**config.mk**
```make
export PLATFORM = sky130hd
export DESIGN_NAME = mealy_run_detector_flat
export DESIGN_NICKNAME = d
export VERILOG_FILES = /design/src/rtl/mealy_run_detector_pkg.sv /design/src/rtl/mealy_run_detector_if.sv /design/src/rtl/mealy_run_detector_chan.sv /design/src/rtl/mealy_run_detector.sv /design/src/flat_wrapper.sv
export SDC_FILE = /design/constraint.sdc
export NUM_CORES = 1
export LEC_CHECK = 0
export CAP_MARGIN = 30
export CORE_AREA = 2 2 56 47
export CTS_CLUSTER_DIAMETER = 100
export DETAILED_ROUTE_END_ITERATION = 7
export DIE_AREA = 0 0 58 49
export HOLD_SLACK_MARGIN = 0.12
export PLACE_DENSITY = 0.69
export SYNTH_ARGS = -nofsm -noshare
export SYNTH_HDL_FRONTEND = slang
export SYNTH_HIERARCHICAL = 1
export SYNTH_SLANG_ARGS = --single-unit
```
**constraint.sdc**
```tcl
create_clock -name clk -period 3.25 [get_ports clk]
set_input_delay 0.975 -clock clk [delete_from_list [all_inputs] [get_ports clk]]
set_output_delay 0.975 -clock clk [all_outputs]
set_load 0.01 [all_outputs]
```
**src/rtl/mealy_run_detector_pkg.sv**
```systemverilog
// ----------------------------------------------------------------------------
// Package: mealy_run_pkg
// Purpose : Shared types and constants for the multi-channel Mealy run
//           detector. It holds the per-channel state record and the helper
//           that sizes a run-length counter for a given minimum run length.
// Contents:
//   cnt_w(run_len)  bits needed to count from 0 up to run_len inclusive
//   RUN_LEN_MAX     largest legal minimum run length
//   CNT_MAX_W       counter width that covers every legal run length
//   chan_st_t       {vld, last, cnt} state of one channel
// ----------------------------------------------------------------------------
package mealy_run_pkg;

    function automatic int cnt_w(input int run_len);
        return $clog2(run_len + 1);
    endfunction

    localparam int RUN_LEN_MAX = 255;
    localparam int CNT_MAX_W   = cnt_w(RUN_LEN_MAX);

    // The counter field is sized for the largest legal run length so that one
    // packed type serves every parameterisation; it never counts past RUN_LEN.
    typedef struct packed {
        logic                 vld;
        logic                 last;
        logic [CNT_MAX_W-1:0] cnt;
    } chan_st_t;

endpackage

```
**src/rtl/mealy_run_detector_if.sv**
```systemverilog
// ----------------------------------------------------------------------------
// Interface: mealy_run_detector_if
// Purpose  : Bundles the per-channel data, enable, clear and result signals
//            of the run detector.
// Signals (all NCH wide unless noted):
//   din      serial data bit per channel
//   cen      per-channel enable
//   ev_clr   per-channel clear of the terminated-run counter
//   doutx    qualifying run terminated this cycle
//   douty    run reaches or extends at/past the qualifying length
//   run_bit  value of the run currently tracked
//   ev_cnt   NCH*EV_W packed event counters, channel c at [c*EV_W +: EV_W]
// Modports: master drives din/cen/ev_clr, slave (the detector) drives results.
// ----------------------------------------------------------------------------
interface mealy_run_detector_if
    import mealy_run_pkg::*;
#(
    parameter int NCH  = 1,
    parameter int EV_W = 8
);
    logic [NCH-1:0]      din;
    logic [NCH-1:0]      cen;
    logic [NCH-1:0]      ev_clr;
    logic [NCH-1:0]      doutx;
    logic [NCH-1:0]      douty;
    logic [NCH-1:0]      run_bit;
    logic [NCH*EV_W-1:0] ev_cnt;

    modport master (
        output din, cen, ev_clr,
        input  doutx, douty, run_bit, ev_cnt
    );

    modport slave (
        input  din, cen, ev_clr,
        output doutx, douty, run_bit, ev_cnt
    );
endinterface

```
**src/rtl/mealy_run_detector_chan.sv**
```systemverilog
// ----------------------------------------------------------------------------
// Module : mealy_run_chan
// Purpose: One channel of the run detector: run-length tracking state,
//          Mealy outputs and the saturating terminated-run counter.
// Ports  :
//   clk      rising-edge clock
//   reset    synchronous active-high reset
//   din      serial data bit
//   cen      enable; gates state update and the run outputs
//   ev_clr   synchronous clear of ev_cnt (wins over a coincident increment)
//   doutx    qualifying run terminated this cycle
//   douty    run reaches or extends at/past RUN_LEN this cycle
//   run_bit  last registered bit of the tracked run
//   ev_cnt   saturating count of doutx pulses
// Config : MEALY_RUN_REG_OUT_EN registers doutx/douty one cycle later.
// ----------------------------------------------------------------------------
module mealy_run_chan
    import mealy_run_pkg::*;
#(
    parameter int RUN_LEN = 2,
    parameter int EV_W    = 8
) (
    input  logic            clk,
    input  logic            reset,
    input  logic            din,
    input  logic            cen,
    input  logic            ev_clr,
    output logic            doutx,
    output logic            douty,
    output logic            run_bit,
    output logic [EV_W-1:0] ev_cnt
);

    localparam logic [CNT_MAX_W-1:0] RUN_LEN_CNT = CNT_MAX_W'(RUN_LEN);
    localparam logic [CNT_MAX_W:0]   RUN_LEN_EXT = (CNT_MAX_W + 1)'(RUN_LEN);
    localparam logic [CNT_MAX_W-1:0] CNT_ONE     = CNT_MAX_W'(1);
    localparam logic [EV_W-1:0]      EV_ONE      = EV_W'(1);

    chan_st_t             st_q;
    logic [EV_W-1:0]      ev_q;
    logic                 same_bit;
    logic [CNT_MAX_W:0]   cnt_inc;
    logic                 term_hit;
    logic                 ext_hit;

    // Run outputs are decided from the held state and the bit arriving now.
    // The increment is one bit wider than the counter so the comparison
    // against RUN_LEN can never see a wrapped value.
    always_comb begin
        same_bit = (din == st_q.last);
        cnt_inc  = {1'b0, st_q.cnt} + {{CNT_MAX_W{1'b0}}, 1'b1};
        term_hit = cen & st_q.vld & ~same_bit & (st_q.cnt == RUN_LEN_CNT);
        ext_hit  = cen & st_q.vld & same_bit & (cnt_inc >= RUN_LEN_EXT);
    end

    // Run tracking: the first enabled bit only opens a run, a repeated bit
    // lengthens it (saturating at RUN_LEN), a different bit starts a new run.
    // Disabled cycles leave the run untouched so idle gaps do not break it.
    always_ff @(posedge clk) begin
        if (reset) begin
            st_q <= '0;
        end else if (cen) begin
            if (!st_q.vld) begin
                st_q.vld  <= 1'b1;
                st_q.last <= din;
                st_q.cnt  <= CNT_ONE;
            end else if (same_bit) begin
                if (st_q.cnt < RUN_LEN_CNT) begin
                    st_q.cnt <= cnt_inc[CNT_MAX_W-1:0];
                end
            end else begin
                st_q.last <= din;
                st_q.cnt  <= CNT_ONE;
            end
        end
    end

    // Terminated-run counter: sticks at all-ones, and a clear beats a
    // termination arriving in the same cycle.
    always_ff @(posedge clk) begin
        if (reset) begin
            ev_q <= '0;
        end else if (ev_clr) begin
            ev_q <= '0;
        end else if (term_hit && (ev_q != '1)) begin
            ev_q <= ev_q + EV_ONE;
        end
    end

`ifdef MEALY_RUN_REG_OUT_EN
    logic doutx_q;
    logic douty_q;

    // Registered variant: the run outputs trail their cause by one cycle.
    always_ff @(posedge clk) begin
        if (reset) begin
            doutx_q <= 1'b0;
            douty_q <= 1'b0;
        end else begin
            doutx_q <= term_hit;
            douty_q <= ext_hit;
        end
    end

    assign doutx = ~reset & doutx_q;
    assign douty = ~reset & douty_q;
`else
    assign doutx = ~reset & term_hit;
    assign douty = ~reset & ext_hit;
`endif

    // Everything visible reads as zero while reset is asserted, even before
    // the reset edge has cleared the registers.
    assign run_bit = ~reset & st_q.last;
    assign ev_cnt  = reset ? '0 : ev_q;

endmodule

```
**src/rtl/mealy_run_detector.sv**
```systemverilog
// ----------------------------------------------------------------------------
// Module : mealy_run_detector
// Purpose: Multi-channel Mealy run detector. Each channel independently
//          tracks its current run of identical bits, flags qualifying runs
//          that extend or terminate, and counts terminations.
// Ports  :
//   clk    rising-edge clock
//   reset  synchronous active-high reset
//   bus    mealy_run_detector_if.slave: din, cen, ev_clr in;
//          doutx, douty, run_bit, ev_cnt (NCH*EV_W packed) out
// Params : NCH channels, RUN_LEN minimum qualifying length (1..255),
//          EV_W event counter width.
// Config : MEALY_RUN_REG_OUT_EN registers doutx/douty (1-cycle later).
// ----------------------------------------------------------------------------
module mealy_run_detector
    import mealy_run_pkg::*;
#(
    parameter int NCH     = 1,
    parameter int RUN_LEN = 2,
    parameter int EV_W    = 8
) (
    input  logic               clk,
    input  logic               reset,
    mealy_run_detector_if.slave bus
);

    // Reject run lengths the counter type cannot represent.
    if ((RUN_LEN < 1) || (RUN_LEN > RUN_LEN_MAX)) begin : g_bad_run_len
        $error("mealy_run_detector: RUN_LEN must be within 1..RUN_LEN_MAX");
    end

    logic [NCH-1:0]      doutx_v;
    logic [NCH-1:0]      douty_v;
    logic [NCH-1:0]      run_bit_v;
    logic [NCH*EV_W-1:0] ev_cnt_v;

    // Channels share nothing but the clock and reset.
    for (genvar c = 0; c < NCH; c++) begin : g_chan
        mealy_run_chan #(
            .RUN_LEN (RUN_LEN),
            .EV_W    (EV_W)
        ) u_chan (
            .clk     (clk),
            .reset   (reset),
            .din     (bus.din[c]),
            .cen     (bus.cen[c]),
            .ev_clr  (bus.ev_clr[c]),
            .doutx   (doutx_v[c]),
            .douty   (douty_v[c]),
            .run_bit (run_bit_v[c]),
            .ev_cnt  (ev_cnt_v[c*EV_W +: EV_W])
        );
    end

    assign bus.doutx   = doutx_v;
    assign bus.douty   = douty_v;
    assign bus.run_bit = run_bit_v;
    assign bus.ev_cnt  = ev_cnt_v;

endmodule

```
**src/flat_wrapper.sv**
```systemverilog
// flat-port wrapper written by rule: the top's interface ports become plain ports
module mealy_run_detector_flat import mealy_run_pkg::*;
#(
    parameter int NCH     = 1,
    parameter int RUN_LEN = 2,
    parameter int EV_W    = 8
)
  (clk, reset, bus_din, bus_cen, bus_ev_clr, bus_doutx, bus_douty, bus_run_bit, bus_ev_cnt);
  mealy_run_detector_if #(.NCH(NCH), .EV_W(EV_W)) bus_i ();
  input  logic clk;
  input  logic reset;
  input wire logic [$bits(bus_i.din)-1:0] bus_din;
  input wire logic [$bits(bus_i.cen)-1:0] bus_cen;
  input wire logic [$bits(bus_i.ev_clr)-1:0] bus_ev_clr;
  output wire logic [$bits(bus_i.doutx)-1:0] bus_doutx;
  output wire logic [$bits(bus_i.douty)-1:0] bus_douty;
  output wire logic [$bits(bus_i.run_bit)-1:0] bus_run_bit;
  output wire logic [$bits(bus_i.ev_cnt)-1:0] bus_ev_cnt;
  assign bus_i.din = bus_din;
  assign bus_i.cen = bus_cen;
  assign bus_i.ev_clr = bus_ev_clr;
  assign bus_doutx = bus_i.doutx;
  assign bus_douty = bus_i.douty;
  assign bus_run_bit = bus_i.run_bit;
  assign bus_ev_cnt = bus_i.ev_cnt;
  mealy_run_detector #(.NCH(NCH), .RUN_LEN(RUN_LEN), .EV_W(EV_W)) u_core (.clk(clk), .reset(reset), .bus(bus_i));
endmodule
```
==> flow_metrics.tcl <==
set metrics [dict create \
    yosys_warnings 6 \
    cellLeakagePower_nw 0.4606 \
    fp.dieW_um 58 \
    cp_max_fo 2 \
    start_kind "input port" \
    initialDrtViolationCount 30 \
    syn_inst 120 \
    p_clk_share_pct 28.7 \
    clk_latency_ns 0.29 \
    setup_tns_ns 0 \
    synth_area_um2 997.2 \
    yosysMostFrequentCell "dfxtp_1" \
    drt-pass1-iter-count 4 \
    synth-main-ff-cell "dfxtp_1" \
    setup_viol 0 \
    p_sw_share_pct 24.15 \
    fin_ws_ns 0.08208 \
    grt-ovfl-total 0 \
    ant_nets 0 \
    cts-root-buf "clkbuf_4" \
    worst_pin_slew_ns 0.3203 \
    grt_max_degree 17 \
    drive_above_1_share_pct 16.43 \
    totalWireLength_um 2312 \
    initial_core_util_pct 42.94 \
    grt_use_total_pct 18.18 \
    irDropWorstVdd_mv 0.3035 \
    ys_seq_area_share_pct 36.14 \
    globalRoute.busiestLayer "met2" \
    cts_buffer_depth 2 \
    antenna_found_initial 0 \
    cts.clk_slew.worst_paths_ns 0.10 \
    pwr-share-seq_pct 60.0 \
    area_delta_synth_final_pct 25.22 \
    gp_congestion 0.8784 \
    grt_use_met2_pct 31.25 \
    worstPathArrival_ns 2.19 \
    synth_edf_count 0 \
    drc 0 \
    slew_viol_final 0 \
    hold_slack_ns 0.4961 \
    synth_area_per_cell_um2 8.310 \
    cap_violations 0 \
    post-place-ws_ns -0.6379 \
    fp.dieH_um 49 \
    synth_top_area_share_pct 36.14 \
    layout.nets 151 \
    synth-async-reset-ratio_pct 0 \
    numCtsBuffers 3 \
    n_antenna_cell 0 \
    final_area_um2 1249 \
    route.vias.total 963 \
    internal_power_uw 288.7 \
    rsz0062_at_grt "false" \
    endpoint_kind "output port" \
    post-route-min-period_ns 3.168 \
    placement.io_buffers 15 \
    fmax_mhz 315.7 \
    period_share_pct 97.47 \
    dieArea_um2 2842 \
    grt_use_met3_pct 6.101 \
    placed_cell_area_um2 1227 \
    synth_nets 129 \
    outcome "finished clean" \
    synth_area_leader_cell "dfxtp_1" \
    hold_viol_final 0 \
    ys_ff_latch 18 \
    synth_commonest_cells "dfxtp_1 (18), nand2_1 (9), nor2b_1 (9)" \
    coreArea_um2 2322 \
    path_class "input port to output port" \
    synth_area_leaders "dfxtp_1 (36%), nor2b_1 (5.6%), ha_1 (5.0%)" \
    holdBufCountCts 0 \
    post_drt_wl_per_cell_um 13.84 \
    met1_usage_pct 21.84 \
    max-slew-margin-rel_pct 78.45 \
    synth_cell_types 38 \
    fin_worst_skew_ns 0.009050 \
    cts.sinks 18 \
    combPwrFrac_pct 11.3 \
    hp-class "flip-flop to flip-flop" \
    grt_pass1_vias 939 \
    cts_tree "done" \
    p_switching_uw 91.95 \
    grt_pass1_wl_um 4071 \
    hpwl_um 1648 \
    cts_max_level 1 \
    worstPathRequired_ns 2.27 \
    p_per_area_nw_per_um2 304.9 \
    io_pins 16 \
    via_per_inst 5.766 \
    rows 16 \
]
path summary, 6_finish.rpt:
| path | start | cells after the start | to | slack [ns] |
|---|---|---|---|---|
| setup / recovery | bus_cen | 5 | bus_doutx | 0.08 |
| hold / removal | u_core/g_chan[0].u_chan/st_q[7] | 1 | u_core/g_chan[0].u_chan/st_q[7] | 0.50 |
| setup reg to reg | u_core/g_chan[0].u_chan/st_q[3] | 5 | u_core/g_chan[0].u_chan/ev_q[4] | 0.82 |
| hold reg to reg | u_core/g_chan[0].u_chan/st_q[7] | 1 | u_core/g_chan[0].u_chan/st_q[7] | 0.50 |
flip-flops by register name (all words and copies together) (netlist names):
name and flops:
u_core/g_chan.u_chan/st_q 10, u_core/g_chan.u_chan/ev_q 8
cell families (layout without fill, tap and decap cells):
family          after synthesis  after routing  share of synthesized area (%)
compound gates               29             29                          19.70
mux                           1              1                          1.004
flops                        18             18                          36.14
buf+inv                      13             33                          5.143
xor+xnor                      1              1                         0.8785
fa+ha+maj                     4              4                          5.019
simple gates                 54             54                          32.12
through the flow:
stage | std cells | power, mW | util (%)
2_1_floorplan | 120 | 0.2561 | -
3_3_place_gp | 164 | 0.2745 | 52.86
3_5_place_dp | 164 | 0.2760 | 52.86
4_1_cts | 167 | 0.3859 | 53.77
5_1_grt | 167 | 0.4056 | 53.77
6_report | 167 | 0.3807 | 53.77
cell type report:
type	count	area (um^2)
Multi-Input combinational cell	89	606.8
Fill cell	235	1074
Inverter	6	22.52
Sequential cell	18	360.3
Timing Repair Buffer	24	202.7
Clock buffer	3	22.52
Tap cell	27	33.78
critical path: stages:
cell and delay (ns):
buf_2 0.09, or3b_4 0.37, or4_4 0.54, nor2_4 0.12
buf_6 0.10
timing repair:
item                       4_1_cts  5_1_grt
gates resized for setup         21        0
setup buffers                    0        0
setup endpoints to repair       11        0
hold endpoints to repair         0        0
metal layers:
| layer | routed length (um) | up-vias |
|---|---|---|
| met5 | 0 | - |
| met4 | 12 | 0 |
| met3 | 96 | 2 |
| met2 | 1135 | 15 |
| li1 | - | 483 |
| met1 | 1067 | 463 |
cells in the final DEF (no fill, tap or decap), types with 2 or more instances in the layout:
cell type        synthesis  routed
buf_2                    2       2
dlygate4sd2_1            0       5
or4_4                    1       2
nor3b_1                  5       5
and4_1                   2       2
and3_1                   2       2
dfxtp_1                 18      18
nand2_1                  9       9
o31ai_1                  4       4
or3_1                    4       4
nor2b_1                  9       9
or4_1                    5       4
a31oi_1                  2       2
clkdlybuf4s50_1          0       7
nor2_1                   7       6
clkbuf_4                 0       3
and2_1                   2       2
a21oi_1                  7       7
ha_1                     4       4
buf_4                    0       9
inv_1                    6       6
o21ai_0                  5       5
nand3_1                  3       3
o2111ai_1                2       2
power by group through the flow:
stage,clock network [mW],logic (mW),registers (mW)
3_3_place_gp,0,0.0414,0.233
6_report,0.109,0.0430,0.229
2_1_floorplan,0,0.0240,0.232
3_5_place_dp,0,0.0426,0.233
5_1_grt,0.129,0.0474,0.230
4_1_cts,0.114,0.0430,0.228
(Power assumes the default switching activity.)
